`config.mk`:
```
export PLATFORM = sky130hd
export DESIGN_NAME = queue_8x72_ctrl
export DESIGN_NICKNAME = d
export VERILOG_FILES = /design/src/rtl/queue_8x72_pkg.sv /design/src/rtl/ram_8x72.sv /design/src/rtl/queue_8x72_ctrl.sv
export SDC_FILE = /design/constraint.sdc
export NUM_CORES = 1
export LEC_CHECK = 0
export BUFFER_PORTS_ARGS = -buffer_cell sky130_fd_sc_hd__buf_2
export CAP_MARGIN = 0
export CORE_MARGIN = 2
export CORE_UTILIZATION = 55
export CTS_CLUSTER_DIAMETER = 40
export DETAILED_ROUTE_END_ITERATION = 8
export PLACE_DENSITY = 0.71
export RECOVER_POWER = 100
export SYNTH_ARGS = -nofsm -noshare
export SYNTH_HDL_FRONTEND = slang
export SYNTH_SLANG_ARGS = --single-unit
```
`constraint.sdc`:
```
create_clock -name clock -period 11.15 [get_ports clock]
set_input_delay 2.23 -clock clock [delete_from_list [all_inputs] [get_ports clock]]
set_output_delay 2.23 -clock clock [all_outputs]
set_load 0.05 [all_outputs]
```
`src/rtl/queue_8x72_pkg.sv`:
```
// Shared sizing and payload type for the 8-entry x 72-bit queue.
package queue_8x72_pkg;

  localparam int QDEPTH = 8;
  localparam int QWIDTH = 72;
  localparam int PTR_W  = 3;
  localparam int CNT_W  = 4;

  localparam logic [CNT_W-1:0] CNT_EMPTY = 4'd0;
  localparam logic [CNT_W-1:0] CNT_FULL  = 4'd8;

  typedef logic [QWIDTH-1:0] payload_t;

  // Pointer advance; the depth is a power of two so wrap 7->0 is natural overflow.
  function automatic logic [PTR_W-1:0] ptr_inc(input logic [PTR_W-1:0] p);
    return p + 3'd1;
  endfunction

endpackage

```
`src/rtl/ram_8x72.sv`:
```
// 8 x 72 storage: one synchronous write port, one combinational read port.
// Contents are never reset. When the read port is disabled it holds the
// last value it presented rather than floating.
module ram_8x72 (
  input  logic [2:0]  R0_addr,
  input  logic        R0_en,
  input  logic        R0_clk,
  output logic [71:0] R0_data,
  input  logic [2:0]  W0_addr,
  input  logic        W0_en,
  input  logic        W0_clk,
  input  logic [71:0] W0_data
);

  logic [71:0] mem_q [0:7];
  logic [71:0] hold_q;

  // Write port: capture data into the addressed entry on an enabled edge.
  always_ff @(posedge W0_clk) begin
    if (W0_en) begin
      mem_q[W0_addr] <= W0_data;
    end
  end

  // Read-port holding register: remembers the last presented read value.
  always_ff @(posedge R0_clk) begin
    hold_q <= R0_data;
  end

  // Read port: live lookup while enabled, otherwise the held value.
  always_comb begin
    R0_data = hold_q;
    if (R0_en) begin
      R0_data = mem_q[R0_addr];
    end else begin
      R0_data = hold_q;
    end
  end

endmodule

```
`src/rtl/queue_8x72_ctrl.sv`:
```
// Eight-entry, 72-bit ready/valid queue around a ram_8x72 instance.
// A separate occupancy counter disambiguates full from empty when the
// pointers are equal. No pipe-through when full, no flow-through when empty.
module queue_8x72_ctrl
  import queue_8x72_pkg::*;
(
  input  logic        clock,
  input  logic        reset,
  input  logic        enq_valid,
  output logic        enq_ready,
  input  logic [71:0] enq_bits,
  output logic        deq_valid,
  input  logic        deq_ready,
  output logic [71:0] deq_bits,
  input  logic        flush,
  output logic [3:0]  count,
  output logic        overflow_err
);

  logic [PTR_W-1:0] enq_ptr_q, enq_ptr_d;
  logic [PTR_W-1:0] deq_ptr_q, deq_ptr_d;
  logic [CNT_W-1:0] count_q, count_d;
  logic             overflow_q, overflow_d;

  logic             enq_fire_s;
  logic             deq_fire_s;
  logic             ram_we_s;
  payload_t         ram_rdata_s;

  // Handshakes depend only on registered occupancy, never on flush.
  always_comb begin
    enq_ready  = (count_q != CNT_FULL);
    deq_valid  = (count_q != CNT_EMPTY);
    enq_fire_s = enq_valid & enq_ready;
    deq_fire_s = deq_valid & deq_ready;
    // Flush suppresses the write; reset blocks it so nothing lands while held.
    ram_we_s   = enq_fire_s & ~flush & ~reset;
  end

  // Next-state for pointers, occupancy and the sticky overflow flag.
  always_comb begin
    enq_ptr_d  = enq_ptr_q;
    deq_ptr_d  = deq_ptr_q;
    count_d    = count_q;
    overflow_d = overflow_q | (enq_valid & (count_q == CNT_FULL) & ~flush);
    if (flush) begin
      enq_ptr_d = 3'd0;
      deq_ptr_d = 3'd0;
      count_d   = 4'd0;
    end else begin
      if (enq_fire_s) begin
        enq_ptr_d = ptr_inc(enq_ptr_q);
      end else begin
        enq_ptr_d = enq_ptr_q;
      end
      if (deq_fire_s) begin
        deq_ptr_d = ptr_inc(deq_ptr_q);
      end else begin
        deq_ptr_d = deq_ptr_q;
      end
      case ({enq_fire_s, deq_fire_s})
        2'b10:   count_d = count_q + 4'd1;
        2'b01:   count_d = count_q - 4'd1;
        default: count_d = count_q;
      endcase
    end
  end

  // State registers; reset clears occupancy and the flag asynchronously.
  always_ff @(posedge clock or posedge reset) begin
    if (reset) begin
      enq_ptr_q  <= 3'd0;
      deq_ptr_q  <= 3'd0;
      count_q    <= 4'd0;
      overflow_q <= 1'b0;
    end else begin
      enq_ptr_q  <= enq_ptr_d;
      deq_ptr_q  <= deq_ptr_d;
      count_q    <= count_d;
      overflow_q <= overflow_d;
    end
  end

  ram_8x72 u_ram (
    .R0_addr (deq_ptr_q),
    .R0_en   (deq_valid),
    .R0_clk  (clock),
    .R0_data (ram_rdata_s),
    .W0_addr (enq_ptr_q),
    .W0_en   (ram_we_s),
    .W0_clk  (clock),
    .W0_data (enq_bits)
  );

  // Head payload is exposed only while an entry is present.
  always_comb begin
    if (deq_valid) begin
      deq_bits = ram_rdata_s;
    end else begin
      deq_bits = 72'd0;
    end
    count        = count_q;
    overflow_err = overflow_q;
  end

endmodule

```
==> flow_metrics.tcl, run 1 <==
set metrics [dict create \
    status "complete, but fails checks" \
    violations "capacitance limit, slew limit" \
    clk_latency_ns 0.58 \
    grtUsageTotal_pct 20.7 \
    startpoint_type "flop" \
    synth-compound-area-share_pct 0.576 \
    synth_area_um2 22600 \
    core-area_um2 40700 \
    grt_pass1_vias 10563 \
    power_density_nw_per_um2 240 \
    pwr-share-seq_pct 40.7 \
    finalClockSkew_ns 0.0217 \
    rr_endpoint "count[2]$_DFFE_PP0P_" \
    hold_ws_ns 0.461 \
    num_vias 10379 \
    final_core_util_pct 63.6 \
    finalPower_mw 6.22 \
    dr.pass1.iters 5 \
    avgRoutedWirePerCell_um 24.2 \
    synth_top_family_by_area "multiplexers" \
    crit_type "reg2out" \
    clk_pin_slew_worst_paths_ns 0.06 \
    cts_tree "built" \
    drt-met1-wl_um 18300 \
    grt_pass1_wl_um 64400 \
    pre_cts_ws_ns 5.25 \
    instances_no_fill 1785 \
    arrival_ns 6.21 \
    slew_viol_final 669 \
    dieWidth_um 207 \
    synth_seq_area_share_pct 77.7 \
    hp-class "reg2reg" \
    max_freq_ghz 0.119 \
    dp_cells 1662 \
    synthXorXnorAreaFrac_pct 0.194 \
    power.static_leakage_nw 7.85 \
    rrSetupSlack_ns 4.56 \
    cp_max_fo 71 \
    fin_setup_tns_ns 0 \
    gr-total-overflow 0 \
    fin_nets 1280 \
    holdPathStages 2 \
    synth_nets 1085 \
    fin_crit_sh_pct 75.7 \
    route.met3.wl_um 2690 \
    pwr-share-clk_pct 34.6 \
    synthAdderAreaFrac_pct 0.221 \
    cts_sinks 587 \
    hold_viol_final 0 \
    rr_worst_depth 11 \
    num_rows 74 \
    p_switching_mw 2.00 \
    dieArea_um2 42700 \
    maxCapViolCount 15 \
    syn2layout_area_growth_pct 14.6 \
    dpl-instance-area_um2 24000 \
    maxSlewHeadroom_pct -195 \
    synth_async_sr_flop_share_pct 1.87 \
    gp_congestion 0.785 \
    dp_hpwl_um 22200 \
    routed.top_layer "met5" \
    finalInstanceArea_um2 25900 \
    drtIter0Drc 709 \
    holdBufCountCts 0 \
    remaining_drc_errors 0 \
    ctsHtreeMaxLevel 3 \
    cp-startpoint "deq_ptr_q[1]$_DFFE_PP0P_" \
    ir_worst_vdd_mv 0.184 \
    cts_setup_buffers 0 \
    swShare_pct 32.1 \
    pwr-share-comb_pct 24.7 \
    synth_edf_count 576 \
    tightest_slew_ns 4.42 \
    crit_required_ns 8.92 \
    post-route-min-period_ns 8.44 \
    fp.dieH_um 207 \
    rsz0062_at_grt "no" \
    drt-total-wl_um 43100 \
    cts_buffer_depth 3 \
    cts_made_buffers 67 \
    drive_gt1_share_pct 21.4 \
    io_buffer_count 155 \
    setup_ws_ns 2.71 \
    io_pins 156 \
    yosys_warnings 0 \
    yosys.area_share.simple_pct 2.20 \
    ys.flop_type "edfxtp_1" \
    drt.antenna.violating_nets 0 \
    yosysUniqueCellTypes 41 \
    avgViaCountPerCell 5.81 \
    reg2reg_from "count[0]$_DFFE_PP0P_" \
    critPathCaptureType "output pin" \
    antenna_found_initial 5 \
    setup_violations 0 \
    ys_ff_latch 587 \
    power.internal_mw 4.22 \
    cts.repair.resized 0 \
    route.met2.wl_um 21400 \
    synthCells 1004 \
    synthMuxAreaShare_pct 17.6 \
    grt_start_max_net_pins 72 \
    syn_area_per_cell_um2 22.5 \
    root_buffer "clkbuf_16" \
    cp-endpoint "deq_bits[8]" \
    start_util_pct 55.5 \
]
==> how the worst min path moves through the flow <==
stage / from / to / slack, ns
6_report: overflow_err$_DFF_PP0_ / overflow_err$_DFF_PP0_ / 0.46
5_1_grt: overflow_err$_DFF_PP0_ / overflow_err$_DFF_PP0_ / 0.51
4_1_cts: overflow_err$_DFF_PP0_ / overflow_err$_DFF_PP0_ / 0.46
3_5_place_dp: overflow_err$_DFF_PP0_ / overflow_err$_DFF_PP0_ / 0.45
3_3_place_gp: overflow_err$_DFF_PP0_ / overflow_err$_DFF_PP0_ / 0.44
2_1_floorplan: enq_ptr_q[0]$_DFFE_PP0P_ / enq_ptr_q[0]$_DFFE_PP0P_ / 0.56
==> cells by family after synthesis <==
kind of cell             count (synthesis)
XOR/XNOR                                 5
adder cells (fa/ha/maj)                  4
AND/OR/NAND/NOR                        115
buffers and inverters                   60
AO/OA/AOI/OAI                           15
flip-flops                             587
multiplexers                           218
==> cells in the mapped netlist (3+ instances only) <==
cell type,n,area share [%]
buf_6,9,0.45
nor3_1,6,0.13
nand2_1,6,0.10
xor2_1,5,0.19
ha_1,4,0.22
edfxtp_1,576,77
buf_2,20,0.44
nor2_1,82,1.4
dfrtp_1,11,1.2
nor4_1,4,0.11
mux2i_1,73,3.2
mux4_2,144,14
buf_1,11,0.18
clkbuf_1,13,0.22
nand3_1,5,0.11
inv_1,5,0.083
a21oi_1,3,0.066
==> power by group through the flow <==
stage                     logic (mW)  registers, mW  clock network (mW)
final                           1.54           2.54                2.15
after detailed placement        1.60           2.58                   0
after global routing            1.64           2.55                2.28
after floorplan                 1.26           2.55                   0
after global placement          1.60           2.58                   0
after CTS                       1.60           2.54                2.19
==> layout make-up <==
class                   count  area, um^2
diodes                      3        7.51
clock buffers              78        1750
inverters                   6        22.5
repair buffers            180         701
fillers                  2850       14800
multi-input cells         357        4720
well taps                 532         666
clock inverters            42         450
flip-flops and latches    587       17600
==> metal layers <==
metal,up-vias,global-route usage (%)
met3,58,4.44
met1,5432,28.7
li1,4572,-
met4,4,6.86
met2,313,33.4
met5,-,0
==> registers in the layout, summed over array words and instances, names as in the netlist <==
name / cells
count: 4
enq_ptr_q: 3
deq_ptr_q: 3
overflow_err: 1
u_ram.mem_q: 576
==> layout by cell type, fill, tap and decap left out, types with 4 or more instances in the layout <==
master      Yosys  layout
inv_6           0       9
clkbuf_16       0      68
xor2_1          5       5
bufinv_16       0       7
mux2i_1        73      73
inv_1           5       6
buf_2          20       5
clkbuf_1       13     179
clkinv_2        0       8
nand3_1         5       5
mux4_2        144     144
nand2_1         6       6
clkinvlp_4      0       5
edfxtp_1      576     576
nor3_1          6       6
dfrtp_1        11       8
clkinv_1        0       8
buf_4           1       5
nor2_1         82      81
ha_1            4       4
==> worst max-delay path: stages (launching register included) <==
cell	delay, ns
dfrtp_4	0.55
clkbuf_1	2.72
buf_4	1.12
mux4_2	0.37
mux2i_1	0.10
nor2_1	0.21
clkbuf_1	0.51
Power figures use the tool's default switching activity.
==> run 2: changes to the inputs <==
Settings changed: CORE_UTILIZATION 55 to 54, PLACE_DENSITY 0.71 to 0.72.
Clock period 11.15 ns to 7.51 ns, I/O delays scaled along.
==> run 2 against run 1 <==
Effect of this change: the run still ends with capacitance limit, slew limit left; register-to-register slack got worse by 2.0 ns; clock skew decreased by 0.011 ns; clock power increased by 60%; sequential share of layout area decreased by 0.70 points; non-clock buffer count decreased by 2; setup slack got worse by 0.87 ns; critical path depth decreased by 1; critical endpoint is now deq_valid; largest power group unchanged; highest routed layer unchanged.
==> flow_metrics.tcl, run 2 (synthesized netlist as in run 1, its figures left out) <==
set metrics [dict create \
    cts_setup_buffers 0 \
    holdPathStages 2 \
    io_pins 156 \
    slew_viol_final 556 \
    core-area_um2 41100 \
    ir_worst_vdd_mv 0.249 \
    gp_congestion 0.777 \
    crit_required_ns 6.01 \
    reg2reg_from "count[1]$_DFFE_PP0P_" \
    cts_tree "built" \
    antenna_found_initial 4 \
    status "complete, but fails checks" \
    fillers 2849 \
    min_from "overflow_err$_DFF_PP0_" \
    cp_max_fo 43 \
    maxCapViolCount 15 \
    remaining_drc_errors 0 \
    post-route-min-period_ns 5.67 \
    final_cell_mix "edfxtp_1, clkbuf_1, mux4_2" \
    path_common_cell "clkbuf_1" \
    hold_viol_final 0 \
    crit_type "reg2out" \
    dr.pass1.iters 5 \
    fp.dieH_um 209 \
    dp_cells 1660 \
    gr-total-overflow 0 \
    dieArea_um2 43500 \
    clk_pin_slew_worst_paths_ns 0.05 \
    avgViaCountPerCell 5.87 \
    root_buffer "clkbuf_16" \
    critPathMaxStageDelay_ns 1.38 \
    startpoint_type "flop" \
    io_buffer_count 155 \
    finalClockSkew_ns 0.0104 \
    top_register "u_ram.mem_q" \
    cpMaxStageDelayCell "clkbuf_1" \
    rr_worst_depth 6 \
    instances_no_fill 1798 \
    crit_chain "nor4_1, clkbuf_1, buf_4, inv_1, clkbuf_1" \
    maxSlewHeadroom_pct -107 \
    critPathCaptureType "output pin" \
    hold_ws_ns 0.501 \
    cts.repair.resized 0 \
    start_util_pct 55.0 \
    grt_pass1_wl_um 67700 \
    finalPower_mw 9.49 \
    clk_latency_ns 0.58 \
    drt-total-wl_um 44700 \
    avgRoutedWirePerCell_um 24.9 \
    dieWidth_um 209 \
    hp-class "reg2reg" \
    dp_hpwl_um 23100 \
    fin_nets 1283 \
    num_rows 74 \
    power.static_leakage_nw 7.96 \
    rrSetupSlack_ns 2.52 \
    drt.antenna.violating_nets 0 \
    largest_reg_flops 576 \
    setup_violations 0 \
    drtIter0Drc 811 \
    syn2layout_area_growth_pct 15.8 \
    cts_made_buffers 72 \
    max_freq_ghz 0.176 \
    drive_gt1_share_pct 21.9 \
    tightest_slew_ns 3.10 \
    grt_start_max_net_pins 83 \
    seqCellArea_um2 17600 \
    rsz0062_at_grt "no" \
    cts_buffer_depth 3 \
    hold_path_end "overflow_err$_DFF_PP0_" \
    layout_commonest_cell "edfxtp_1" \
    cts_sinks 587 \
    multi_input_area_um2 4720 \
    rr_endpoint "u_ram.mem_q[1][51]$_DFFE_PP_" \
    num_vias 10561 \
    power_density_nw_per_um2 363 \
    ctsHtreeMaxLevel 3 \
    violations "capacitance limit, slew limit" \
    grtUsageTotal_pct 21.0 \
    arrival_ns 4.17 \
    holdBufCountCts 0 \
    grt_pass1_vias 11168 \
    fin_crit_sh_pct 75.5 \
]
-- run 2: changes by cell type in the layout (fill, tap and decap cells not counted), moves of 3 or more --
cell       before  now
buf_2           5    2
clkbuf_16      68   77
clkbuf_2        0    3
clkinv_2        8    2
clkinv_4        3   13
inv_6           9    4
-- run 2: area by class of cell --
class / count / share of cell area [%]
diodes: 4 / 0.0383
clock buffers: 92 / 7.58
clock inverters: 42 / 1.75
inverters: 6 / 0.0861
multi-input cells: 357 / 18.0
flip-flops and latches: 587 / 67.2
well taps: 532 / 2.54
repair buffers: 178 / 2.77
-- run 2: worst max-delay path by stage --
| stage | startpoint | slack (ns) | end |
|---|---|---|---|
| after floorplan | enq_valid | -2.24 | u_ram.mem_q[0][0]$_DFFE_PP_ |
| after detailed placement | enq_valid | 3.25 | u_ram.mem_q[2][60]$_DFFE_PP_ |
| after CTS | deq_ptr_q[0]$_DFFE_PP0P_ | 2.68 | deq_bits[57] |
| after global placement | deq_ptr_q[0]$_DFFE_PP0P_ | 3.28 | deq_bits[57] |
| after global routing | count[0]$_DFFE_PP0P_ | 1.54 | deq_valid |
| final | count[0]$_DFFE_PP0P_ | 1.84 | deq_valid |
-- run 2: report_power, final --
group	total (mW)	switching (mW)	internal, mW
combinational	2.29	1.64	0.649
sequential	3.76	0.0903	3.67
clock	3.44	1.31	2.13
total	9.49	3.04	6.45
-- run 2: critical path: cells and delay by family (launching register included) --
kind                   cells  cell delay, ns
buffers and inverters      4            2.75
flip-flops                 1            0.49
AND/OR/NAND/NOR            1            0.32
-- run 2: metal layers --
| metal | GRT usage [%] | vias to the layer above | wire length, um |
|---|---|---|---|
| li1 | - | 4597 | - |
| met3 | 4.27 | 75 | 2230 |
| met4 | 6.38 | 2 | 830 |
| met5 | 0 | - | 16 |
| met1 | 27.9 | 5580 | 18500 |
| met2 | 35.5 | 307 | 23100 |
-- run 2: stage by stage --
step	cell area, um^2	worst slack, ns	util (%)	TNS, ns
4_1_cts	26500	2.68	64.4	0
3_5_place_dp	24000	3.25	58.4	0
6_report	26200	1.84	63.7	0
5_1_grt	26200	1.54	63.6	0
2_1_floorplan	22600	-2.24	-	-529.06
3_3_place_gp	24000	3.28	58.4	0
==> run 3: changes to the inputs <==
Settings changed: CORE_UTILIZATION 54 to 55, PLACE_DENSITY 0.72 to 0.71.
Clock period 7.51 ns to 5.79 ns, I/O delays scaled along.
==> run 3 against run 2 <==
Effect of this change: via count down 0.82%; clock skew up 0.0042 ns; combinational power up 31%; the run still ends with capacitance limit, slew limit left.
==> flow_metrics.tcl, run 3 (synthesized netlist as in run 1, its figures left out) <==
set metrics [dict create \
    fp.dieH_um 207 \
    root_buffer "clkbuf_16" \
    avgRoutedWirePerCell_um 24.4 \
    drt.antenna.violating_nets 0 \
    post-route-min-period_ns 4.69 \
    maxSlewHeadroom_pct -116 \
    pwr-share-seq_pct 40.1 \
    pwr-share-comb_pct 24.6 \
    rsz0062_at_grt "no" \
    p_switching_mw 3.90 \
    start_util_pct 55.5 \
    rr_worst_depth 5 \
    io_pins 156 \
    pwr-share-clk_pct 35.3 \
    gr-total-overflow 0 \
    violations "capacitance limit, slew limit" \
    largest_reg_flops 576 \
    slew_viol_final 534 \
    cts_sinks 587 \
    io_buffer_count 155 \
    route.met2.wl_um 22000 \
    drive_gt1_share_pct 22.3 \
    cp_max_fo 56 \
    cts_buffer_depth 3 \
    hold_ws_ns 0.494 \
    routed.top_layer "met5" \
    dr.pass1.iters 5 \
    tightest_slew_ns 3.24 \
    cts_setup_buffers 0 \
    power.static_leakage_nw 7.94 \
    fin_crit_sh_pct 80.9 \
    status "complete, but fails checks" \
    antenna_found_initial 6 \
    cts.repair.resized 0 \
    dieWidth_um 207 \
    core-area_um2 40700 \
    cts_tree "built" \
    dp_hpwl_um 21800 \
    drtIter0Drc 880 \
    final_cell_mix "edfxtp_1, clkbuf_1, mux4_2" \
    avgViaCountPerCell 5.87 \
    power_density_nw_per_um2 465 \
    critPathCaptureType "output pin" \
    ctsHtreeMaxLevel 3 \
    clk_pin_slew_worst_paths_ns 0.05 \
    num_vias 10474 \
    instances_no_fill 1785 \
    arrival_ns 3.53 \
    remaining_drc_errors 0 \
    maxCapViolCount 11 \
    setup_ws_ns 1.10 \
    pre_cts_ws_ns 2.18 \
    grtUsageTotal_pct 21.1 \
    swShare_pct 32.1 \
    syn2layout_area_growth_pct 15.3 \
    top_register "u_ram.mem_q" \
    crit_type "reg2out" \
    layout_commonest_cell "edfxtp_1" \
    grt_pass1_vias 10922 \
    hold_viol_final 0 \
    drt-met1-wl_um 18000 \
    dieArea_um2 42700 \
    hp-class "reg2reg" \
    fin_nets 1277 \
    drt-total-wl_um 43500 \
    setup_violations 0 \
    power.internal_mw 8.23 \
    max_freq_ghz 0.213 \
    dp_cells 1656 \
    route.met3.wl_um 2500 \
    ir_worst_vdd_mv 0.362 \
    grt_start_max_net_pins 75 \
    gp_congestion 0.748 \
    crit_required_ns 4.63 \
    finalClockSkew_ns 0.0146 \
    holdBufCountCts 0 \
    fin_setup_tns_ns 0 \
    holdPathStages 2 \
    cts_made_buffers 70 \
    num_rows 74 \
    clk_latency_ns 0.59 \
    startpoint_type "flop" \
    final_core_util_pct 64.0 \
    grt_pass1_wl_um 65300 \
]
[run 3: cell types whose count changed in the layout (fill, tap and decap cells not counted), moves of 2 or more]
cell,delta
clkbuf_1,-15
buf_2,+6
clkinv_4,-6
clkbuf_16,-4
inv_6,+4
buf_12,+2
diode_2,-2
[run 3: area by class of cell]
| type | instances | area [um^2] |
|---|---|---|
| repair buffers | 174 | 752 |
| fillers | 2857 | 14700 |
| flip-flops and latches | 587 | 17600 |
| well taps | 532 | 666 |
| inverters | 6 | 22.5 |
| diodes | 2 | 5.00 |
| multi-input cells | 357 | 4720 |
| clock buffers | 87 | 1890 |
| clock inverters | 40 | 413 |
[run 3: metrics by stage]
step                total power, mW  instance area (um^2)
floorplan                      7.34                 22600
global placement               8.05                 24100
detailed placement             8.07                 24100
CTS                            12.4                 26400
global route                   12.6                 26100
finish                         12.1                 26100
[run 3: final timing paths]
path	start	end	slack (ns)
worst min-delay path	overflow_err$_DFF_PP0_	overflow_err$_DFF_PP0_	0.49
worst max-delay path	deq_ptr_q[0]$_DFFE_PP0P_	deq_bits[11]	1.10
min in group asynchronous	reset	enq_ptr_q[0]$_DFFE_PP0P_	0.70
worst min register to register	overflow_err$_DFF_PP0_	overflow_err$_DFF_PP0_	0.49
worst max register to register	count[0]$_DFFE_PP0P_	u_ram.mem_q[2][42]$_DFFE_PP_	1.29
max in group asynchronous	reset	deq_ptr_q[0]$_DFFE_PP0P_	4.71
[run 3: power groups by stage]
stage	logic [mW]	clock network [mW]	registers (mW)
2_1_floorplan	2.43	0	4.91
3_3_place_gp	3.11	0	4.94
3_5_place_dp	3.12	0	4.95
4_1_cts	3.14	4.37	4.86
5_1_grt	3.18	4.52	4.87
6_report	2.99	4.28	4.86
[run 3: per-layer routing]
metal	up-vias	global-route usage [%]
met4	8	7.22
met3	83	4.65
li1	4583	-
met5	-	0
met1	5515	27.9
met2	285	35.1
[run 3: worst max-delay path, cell delays in order (launching register included)]
cell and delay (ns):
dfrtp_4 0.65, clkbuf_4 1.03, mux4_2 0.62, mux2i_1 0.22, nor2_1 0.07, clkbuf_1 0.31
